$ cat src/rtl/pipeline_hazard_ctrl.sv
// Stall/flush sequencer for the 5-stage pipeline: load-use, taken-branch and data-memory wait handling.
// Optional macro HAZARD_PERF_CNT_EN adds the stall_cycles / flush_count performance counters.
module pipeline_hazard_ctrl #(
   parameter int unsigned LOAD_STALL_CYCLES = 1,
   parameter int unsigned MEM_TIMEOUT       = 255,
   parameter int unsigned CNT_W             = 16
) (
   input  logic       clock,
   input  logic       reset,
   input  logic [4:0] ifid_rs,
   input  logic [4:0] ifid_rt,
   input  logic       ifid_uses_rt,
   input  logic       idex_mem_read,
   input  logic [4:0] idex_rt,
   input  logic       branch_taken,
   input  logic       mem_req,
   input  logic       mem_ready,
   output logic       pc_write,
   output logic       ifid_write,
   output logic       ifid_flush,
   output logic       idex_write,
   output logic       idex_flush,
   output logic       exmem_write,
   output logic       memwb_write,
   output logic       memwb_bubble,
   output logic       mem_timeout_err
`ifdef HAZARD_PERF_CNT_EN
   ,
   output logic [CNT_W-1:0] stall_cycles,
   output logic [CNT_W-1:0] flush_count
`endif
);

   localparam int unsigned STALL_W = 4;
   localparam logic [CNT_W-1:0]   TIMEOUT   = CNT_W'(MEM_TIMEOUT);
   localparam logic [CNT_W-1:0]   WAIT_ONE  = CNT_W'(1);
   localparam logic [STALL_W-1:0] STALL_INIT = STALL_W'(LOAD_STALL_CYCLES - 1);

   typedef enum logic [1:0] {
      RUN        = 2'd0,
      LOAD_STALL = 2'd1,
      MEM_WAIT   = 2'd2
   } state_t;

   state_t             state;
   logic [STALL_W-1:0] stall_cnt;
   logic [CNT_W-1:0]   wait_cnt;
   logic [CNT_W-1:0]   wait_inc;
   logic               ret_stall;
   logic               memstall;
   logic               mem_done;
   logic               loaduse;

   assign memstall = mem_req & ~mem_ready;
   assign mem_done = mem_req & mem_ready;
   assign loaduse  = idex_mem_read & (idex_rt != 5'd0) &
                     ((idex_rt == ifid_rs) | (ifid_uses_rt & (idex_rt == ifid_rt)));

   // Wait counter saturates at the timeout value.
   assign wait_inc = (wait_cnt < TIMEOUT) ? wait_cnt + WAIT_ONE : wait_cnt;

   // State, stall/wait counters and the sticky watchdog flag.
   always_ff @(posedge clock or posedge reset) begin
      if (reset) begin
         state           <= RUN;
         stall_cnt       <= '0;
         wait_cnt        <= '0;
         ret_stall       <= 1'b0;
         mem_timeout_err <= 1'b0;
      end else begin
         case (state)
            RUN: begin
               if (memstall) begin
                  wait_cnt  <= WAIT_ONE;
                  ret_stall <= 1'b0;
                  state     <= MEM_WAIT;
                  if (WAIT_ONE >= TIMEOUT) mem_timeout_err <= 1'b1;
               end else if (!branch_taken && loaduse && (LOAD_STALL_CYCLES > 1)) begin
                  stall_cnt <= STALL_INIT;
                  state     <= LOAD_STALL;
               end
            end
            LOAD_STALL: begin
               if (memstall) begin
                  wait_cnt  <= WAIT_ONE;
                  ret_stall <= 1'b1;
                  state     <= MEM_WAIT;
                  if (WAIT_ONE >= TIMEOUT) mem_timeout_err <= 1'b1;
               end else begin
                  stall_cnt <= stall_cnt - STALL_W'(1);
                  if (stall_cnt <= STALL_W'(1)) state <= RUN;
               end
            end
            MEM_WAIT: begin
               if (mem_done) begin
                  wait_cnt  <= '0;
                  ret_stall <= 1'b0;
                  state     <= ret_stall ? LOAD_STALL : RUN;
               end else begin
                  wait_cnt <= wait_inc;
                  if (wait_inc >= TIMEOUT) mem_timeout_err <= 1'b1;
               end
            end
            default: state <= RUN;
         endcase
      end
   end

   // Pipeline register controls, decoded from state and live hazard inputs.
   always_comb begin
      pc_write     = 1'b1;
      ifid_write   = 1'b1;
      ifid_flush   = 1'b0;
      idex_write   = 1'b1;
      idex_flush   = 1'b0;
      exmem_write  = 1'b1;
      memwb_write  = 1'b1;
      memwb_bubble = 1'b0;
      if (reset) begin
         pc_write     = 1'b0;
         ifid_write   = 1'b0;
         ifid_flush   = 1'b1;
         idex_write   = 1'b0;
         idex_flush   = 1'b1;
         exmem_write  = 1'b0;
         memwb_write  = 1'b0;
         memwb_bubble = 1'b1;
      end else begin
         case (state)
            RUN: begin
               if (memstall) begin
                  pc_write     = 1'b0;
                  ifid_write   = 1'b0;
                  idex_write   = 1'b0;
                  exmem_write  = 1'b0;
                  memwb_bubble = 1'b1;
               end else if (branch_taken) begin
                  ifid_flush = 1'b1;
                  idex_flush = 1'b1;
               end else if (loaduse) begin
                  pc_write   = 1'b0;
                  ifid_write = 1'b0;
                  idex_flush = 1'b1;
               end
            end
            LOAD_STALL: begin
               if (memstall) begin
                  pc_write     = 1'b0;
                  ifid_write   = 1'b0;
                  idex_write   = 1'b0;
                  exmem_write  = 1'b0;
                  memwb_bubble = 1'b1;
               end else begin
                  pc_write   = 1'b0;
                  ifid_write = 1'b0;
                  idex_flush = 1'b1;
               end
            end
            MEM_WAIT: begin
               if (!mem_done) begin
                  pc_write     = 1'b0;
                  ifid_write   = 1'b0;
                  idex_write   = 1'b0;
                  exmem_write  = 1'b0;
                  memwb_bubble = 1'b1;
               end
            end
            default: ;
         endcase
      end
   end

`ifdef HAZARD_PERF_CNT_EN
   logic flush_evt;
   assign flush_evt = (state == RUN) & ~memstall & branch_taken;

   // Saturating performance counters.
   always_ff @(posedge clock or posedge reset) begin
      if (reset) begin
         stall_cycles <= '0;
         flush_count  <= '0;
      end else begin
         if (!pc_write && !(&stall_cycles)) stall_cycles <= stall_cycles + CNT_W'(1);
         if (flush_evt && !(&flush_count))  flush_count  <= flush_count + CNT_W'(1);
      end
   end
`endif

endmodule

$ cat config.mk
export PLATFORM = sky130hd
export DESIGN_NAME = pipeline_hazard_ctrl
export DESIGN_NICKNAME = d
export VERILOG_FILES = /design/src/rtl/pipeline_hazard_ctrl.sv
export SDC_FILE = /design/constraint.sdc
export NUM_CORES = 1
export LEC_CHECK = 0
export ABC_AREA = 1
export CAP_MARGIN = 10
export CELL_PAD_IN_SITES_DETAIL_PLACEMENT = 1
export CELL_PAD_IN_SITES_GLOBAL_PLACEMENT = 1
export CORE_MARGIN = 2
export CORE_UTILIZATION = 39
export DETAILED_ROUTE_END_ITERATION = 8
export HOLD_SLACK_MARGIN = 0.05
export PLACE_DENSITY_LB_ADDON = 0.1
export SLEW_MARGIN = 25
export SYNTH_ARGS = -nofsm -noshare
export SYNTH_HDL_FRONTEND = slang
export SYNTH_SLANG_ARGS = --single-unit
export TNS_END_PERCENT = 50
$ cat constraint.sdc
create_clock -name clock -period 2.4 [get_ports clock]
set_input_delay 0.24 -clock clock [delete_from_list [all_inputs] [get_ports clock]]
set_output_delay 0.24 -clock clock [all_outputs]
set_load 0.005 [all_outputs]
==> qor.yml, run 1 <==
grt_pass1_vias: 1537
setup_viol: 0
yosys_register_bits: 24
die-area_um2: 4502
place_congestion: 0.7388
synth.cell_area_um2: 1553
critPathMaxFanout: 3
routedWlPerCell_um: 12.69
cpMaxStageDelayCell: "clkdlybuf4s50_1"
coreArea_um2: 3744
core.rowCount: 22
clock_sink_count: 24
drt_iter0_drc: 44
cp.required_ns: 2.16
diodes: 0
netlist-cell-type-count: 28
period_minus_slack_ns: 2.273
htreeDepth: 1
leakage_nw: 1.000
synth_nets: 245
synth_flop_cell: "dfrtp_1"
critPathBufInv: 2
finalCritPeriodShare_pct: 94.72
ys_seq_area_share_pct: 38.68
post_drt_via_cell_ratio: 4.736
clk_path_buf_depth: 2
dr_total_vias: 1435
io_buffers: 30
ant_nets: 0
arrival_ns: 2.03
drive_above_1_share_pct: 8.235
synthCells: 220
grt_max_degree: 16
tightest_slew_ns: 0.2579
drc: 0
crit_chain: "clkdlybuf4s50_1 > or2_2 > a21oi_1 > nand3_1 > nand2_1 > a21oi_1 > o21ai_0 > clkdlybuf4s50_1"
avgSynthCellArea_um2: 7.058
min_path_type: "in -> async"
synth_top_area_share_pct: 38.68
end_kind: "output pin"
fillerInstances: 498
critPathTopFamily: "buffers and inverters"
nets: 281
die_w_um: 67.10
drv_cap: 0
postCtsSetupBuffers: 0
relSlewSlack_pct: 82.63
netlist_top_cells_area: "dfrtp_1, nand2_1, inv_1"
die_height_um: 67.10
drt-pass1-iter-count: 4
ir_drop_uv: 402.6
yosys-top-cells-count: "nand2_1, inv_1, nor2_1"
setup_tns_ns: 0
rsz0062_at_grt: "false"
synth-edff-count: 0
max_freq_ghz: 0.4399
cpPeakStageDelay_ns: 0.52
power_density_nw_per_um2: 615.2
initial_core_util_pct: 41.48
syn2layout_area_growth_pct: 29.49
fin_util_pct: 53.71
yosys_warnings: 0
clk_latency_ns: 0.27
synthArstFlopShare_pct: 100.0
floorplan.io_pins: 31
status: "finished, final reports clean"
antenna_found_initial: 0
start_kind: "input pin"
crit_type: "in -> out"
dp_hpwl_mm: 3.170
wl_mm: 3.846
clkTransAtPathRegs_ns: 0.09
hold_violations: 0
grt_util_all_layers_pct: 19.76
maxSlewViolCount: 0
cts_root_buf: "clkbuf_8"
worst_clock_skew_ns: 0.004498
cts_buffers: 3
yosysTopAreaCell: "dfrtp_1"
grt_first_pass_wirelength_mm: 6.817
cts_tree: "yes"
gr-total-overflow: 0
yosysMostFrequentCell: "nand2_1"
## final timing paths
check	start	endpoint	slack (ns)	cells past startpoint
worst max-delay path	idex_rt[1]	idex_flush	0.13	8
worst min-delay path	reset	wait_cnt[3]	0.43	3
worst max register to register	wait_cnt[0]	mem_timeout_err	0.64	12
worst min register to register	wait_cnt[12]	wait_cnt[12]	0.50	2
max in group asynchronous	reset	wait_cnt[11]	1.78	3
min in group clock	wait_cnt[12]	wait_cnt[12]	0.50	2
## metal layers
metal,vias up,track usage (%),part of all wire [%]
met5,-,0,0
met4,0,4.082,0.44
met3,2,2.196,2.0
met2,12,36.39,50
met1,670,24.73,47
li1,751,-,-
## worst register-to-register path, cell delays in order (launching register included)
cell      delay [ns]
dfrtp_1         0.41
ha_1            0.28
inv_1           0.10
nor2_4          0.14
nand3_4         0.11
nand2_2         0.17
nand2_1         0.07
nand2_1         0.08
nor2_1          0.05
nand2_1         0.06
o21bai_1        0.07
nand2_1         0.06
nand2_1         0.06
## area by class of cell
class	instances	area (um^2)	share of cell area [%]
clock buffers	3	41.29	2.054
clock inverters	1	30.03	1.493
inverters	39	146.4	7.281
multi-input cells	153	789.5	39.27
flip-flops and latches	24	600.6	29.87
well taps	48	60.06	2.987
repair buffers	35	342.8	17.05
## sequential cells by signal (all words and copies together), names as in the netlist
signal	flops
mem_timeout_err	1
ret_stall	1
stall_cnt	4
state	2
wait_cnt	16
## cell families after synthesis
logic type / count (synthesis) / synth area share [%]
AND/OR/NAND/NOR: 113 / 31.75
buffers and inverters: 43 / 10.88
AO/OA/AOI/OAI: 27 / 10.64
flip-flops: 24 / 38.68
XOR/XNOR: 10 / 5.641
adder cells (fa/ha/maj): 3 / 2.418
## placed cells by master (no fill, tap or decap), types with 5 or more instances in the layout
cell | Yosys | routed
dfrtp_1 | 24 | 24
nand2_1 | 60 | 60
inv_1 | 38 | 38
o21ai_0 | 6 | 6
xor2_1 | 8 | 8
nand3_1 | 12 | 12
clkdlybuf4s50_1 | 0 | 28
nor2_1 | 28 | 28
o22ai_1 | 8 | 8
buf_4 | 2 | 5
## power by group
group	total, W	leakage (nW)	switching, W	internal, W
Clock	0.000353	0.0357	0.000130	0.000223
Sequential	0.000491	0.307	0.0000455	0.000446
Combinational	0.000392	0.657	0.000218	0.000174
## per-stage QoR
step / setup slack (ns) / power [W] / hold slack, ns / area [um^2] / cells
2_1_floorplan: 0.8917 / 0.0007388 / 0.2806 / 1553 / 220
3_3_place_gp: 0.07670 / 0.0008823 / 0.4465 / 1928 / 299
3_5_place_dp: 0.02050 / 0.0008905 / 0.4894 / 1928 / 299
4_1_cts: 0.02166 / 0.001250 / 0.4019 / 1999 / 303
5_1_grt: 0.007149 / 0.001323 / 0.4729 / 2011 / 303
6_report: 0.1266 / 0.001237 / 0.4344 / 2011 / 303
## timing repair
| item | in CTS | in global routing |
|---|---|---|
| gates resized for setup | 0 | 3 |
| hold buffers | 0 | 0 |
| endpoints found under the hold margin | 0 | 0 |
| setup endpoints to repair | 0 | 2 |
Note: power is estimated with default switching activity, not from simulation.
==> inputs of run 2 (changes only) <==
--- a/config.mk
+++ b/config.mk
@@ -10,7 +10,8 @@
 export CELL_PAD_IN_SITES_DETAIL_PLACEMENT = 1
 export CELL_PAD_IN_SITES_GLOBAL_PLACEMENT = 1
 export CORE_MARGIN = 2
-export CORE_UTILIZATION = 39
+export CORE_UTILIZATION = 25
+export CTS_BUF_LIST = sky130_fd_sc_hd__clkbuf_16
 export DETAILED_ROUTE_END_ITERATION = 8
 export HOLD_SLACK_MARGIN = 0.05
 export PLACE_DENSITY_LB_ADDON = 0.1
==> qor.yml, run 2 (same netlist as run 1, synthesis figures left out) <==
gr-total-overflow: 0  # unchanged
core.rowCount: 28  # +27%
htreeDepth: 1  # unchanged
maxSlewViolCount: 0  # unchanged
grt_max_degree: 17  # +1
rr_startpoint: "wait_cnt[0]"
wl_mm: 3.925  # +2.1%
period_minus_slack_ns: 2.112  # -0.1619 ns
finalInstanceArea_um2: 2059  # +2.4%
fillerInstances: 770  # +55%
relSlewSlack_pct: 84.13  # +1.5 points
hold_violations: 0  # unchanged
rrSetupSlack_ns: 0.63  # about the same
die_height_um: 82.81  # +23%
grt_first_pass_wirelength_mm: 7.120  # +4.4%
whs_endpoint: "mem_timeout_err"
drv_cap: 0  # unchanged
critPathMaxFanout: 4  # +1
ir_drop_uv: 499.8  # +24%
clock_sink_count: 24  # unchanged
cts_tree: "yes"
diodes: 0  # unchanged
post_drt_via_cell_ratio: 4.341  # -8.3%
arrival_ns: 1.87  # -0.16 ns
leakage_nw: 1.018  # +1.7%
syn2layout_area_growth_pct: 32.64
ant_nets: 0  # unchanged
end_kind: "output pin"
die_w_um: 82.81  # +23%
grt_pass1_vias: 1569  # +2.1%
r2r.worst_path.cells: 12  # unchanged
layout_commonest_cell: "nand2_1"
max_freq_ghz: 0.4736  # +7.7%
cp.required_ns: 2.16  # about the same
dp_hpwl_mm: 3.211  # +1.3%
drt-pass1-iter-count: 4  # unchanged
grt_util_all_layers_pct: 12.29  # -7.5 points
mostFrequentLayoutCells: "nand2_1, inv_1, nor2_1, clkdlybuf4s50_1, dfrtp_1"
cts_root_buf: "clkbuf_16"
clk_latency_ns: 0.26  # about the same
min_path_type: "reg -> reg"
io_buffers: 30  # unchanged
crit_chain: "nor2_1 > inv_1 > nor2_1 > inv_1 > nand2_1 > nor2_1 > inv_1 > clkdlybuf4s50_1"
regMostFlops: "wait_cnt"
routedWlPerCell_um: 11.86  # -6.6%
power_density_nw_per_um2: 600.4  # -2.4%
dr_total_vias: 1437  # +0.14%
rsz0062_at_grt: "false"
antenna_found_initial: 0  # unchanged
worstHoldPathCells: 2
clkTransAtPathRegs_ns: 0.06  # -0.03 ns
tightest_slew_ns: 0.2381  # -0.01980 ns
setup_tns_ns: 0  # unchanged
drt_iter0_drc: 28  # -36%
crit_type: "reg -> out"
initial_core_util_pct: 26.07  # -15 points
die-area_um2: 6858  # +52%
seq_area_um2: 600.6  # unchanged
largest_registers: "wait_cnt (16), stall_cnt (4), state (2)"
floorplan.io_pins: 31  # unchanged
regToRegEndpoint: "mem_timeout_err"
min_from: "mem_timeout_err"
clk_path_buf_depth: 2  # unchanged
worst_clock_skew_ns: 0.004154  # -0.0003442 ns
finalCritPeriodShare_pct: 87.98  # -6.7 points
cts_buffers: 3  # unchanged
setup_viol: 0  # unchanged
cpMaxStageDelayCell: "clkdlybuf4s50_1"
multi_input_area_um2: 783.3  # -0.79%
placed_cell_area_um2: 1977  # +2.5%
cpPeakStageDelay_ns: 0.49  # -0.03 ns
largest_register_ffs: 16  # unchanged
place_congestion: 0.7793  # +5.5%
postCtsSetupBuffers: 0  # unchanged
start_kind: "flop"
coreArea_um2: 5956  # +59%
drc: 0  # unchanged
nets: 283  # +0.71%
status: "finished, final reports clean"
drive_above_1_share_pct: 8.203  # -0.032 points
run 2: through the flow:
stage	power (W)	utilization [%]	setup WS, ns	hold WS, ns	std cells
floorplan	0.0007388	-	0.8917	0.2806	220
global placement	0.0009021	33.19	0.04028	0.4539	328
detailed placement	0.0009011	33.19	0.01063	0.4661	328
CTS	0.001265	34.45	0.004520	0.4803	331
global route	0.001339	34.58	0.1166	0.4978	331
finish	0.001237	34.58	0.2885	0.4778	331
run 2: repair_timing:
action / CTS / global route
hold buffers: 0 / 0
setup endpoints to repair: 0 / 3
gates resized for setup: 0 / 3
run 2: layer usage:
metal | up-vias | GRT usage, % | share of wire [%]
li1 | 751 | - | -
met1 | 664 | 16.18 | 50
met2 | 17 | 20.67 | 46
met3 | 5 | 2.087 | 2.8
met4 | 0 | 3.577 | 1.2
met5 | - | 0 | 0
run 2: worst max-delay path: cells and delay by family, from the launching register on:
family	cells	cell delay, ns
buf+inv	4	0.73
simple gates	4	0.48
flops	1	0.40
run 2: worst max path at each step:
| stage | startpoint | endpoint | depth (start not counted) | slack, ns |
|---|---|---|---|---|
| 2_1_floorplan | wait_cnt[0] | mem_timeout_err | 12 | 0.89 |
| 3_3_place_gp | idex_rt[1] | pc_write | 11 | 0.04 |
| 3_5_place_dp | idex_rt[1] | pc_write | 11 | 0.01 |
| 4_1_cts | idex_rt[1] | pc_write | 11 | 0.005 |
| 5_1_grt | mem_ready | exmem_write | 8 | 0.12 |
| 6_report | state[0] | memwb_bubble | 8 | 0.29 |
run 2: cell type report:
type,instances,area share (%)
clock buffers,3,3.645
inverters,39,7.108
multi-input cells,153,38.03
flip-flops and latches,24,29.16
well taps,75,4.556
repair buffers,37,17.50
run 2: report_power, final:
part           switching [W]  internal (W)  total, W
combinational       0.000218      0.000175  0.000393
sequential         0.0000438      0.000447  0.000491
clock               0.000133      0.000220  0.000353
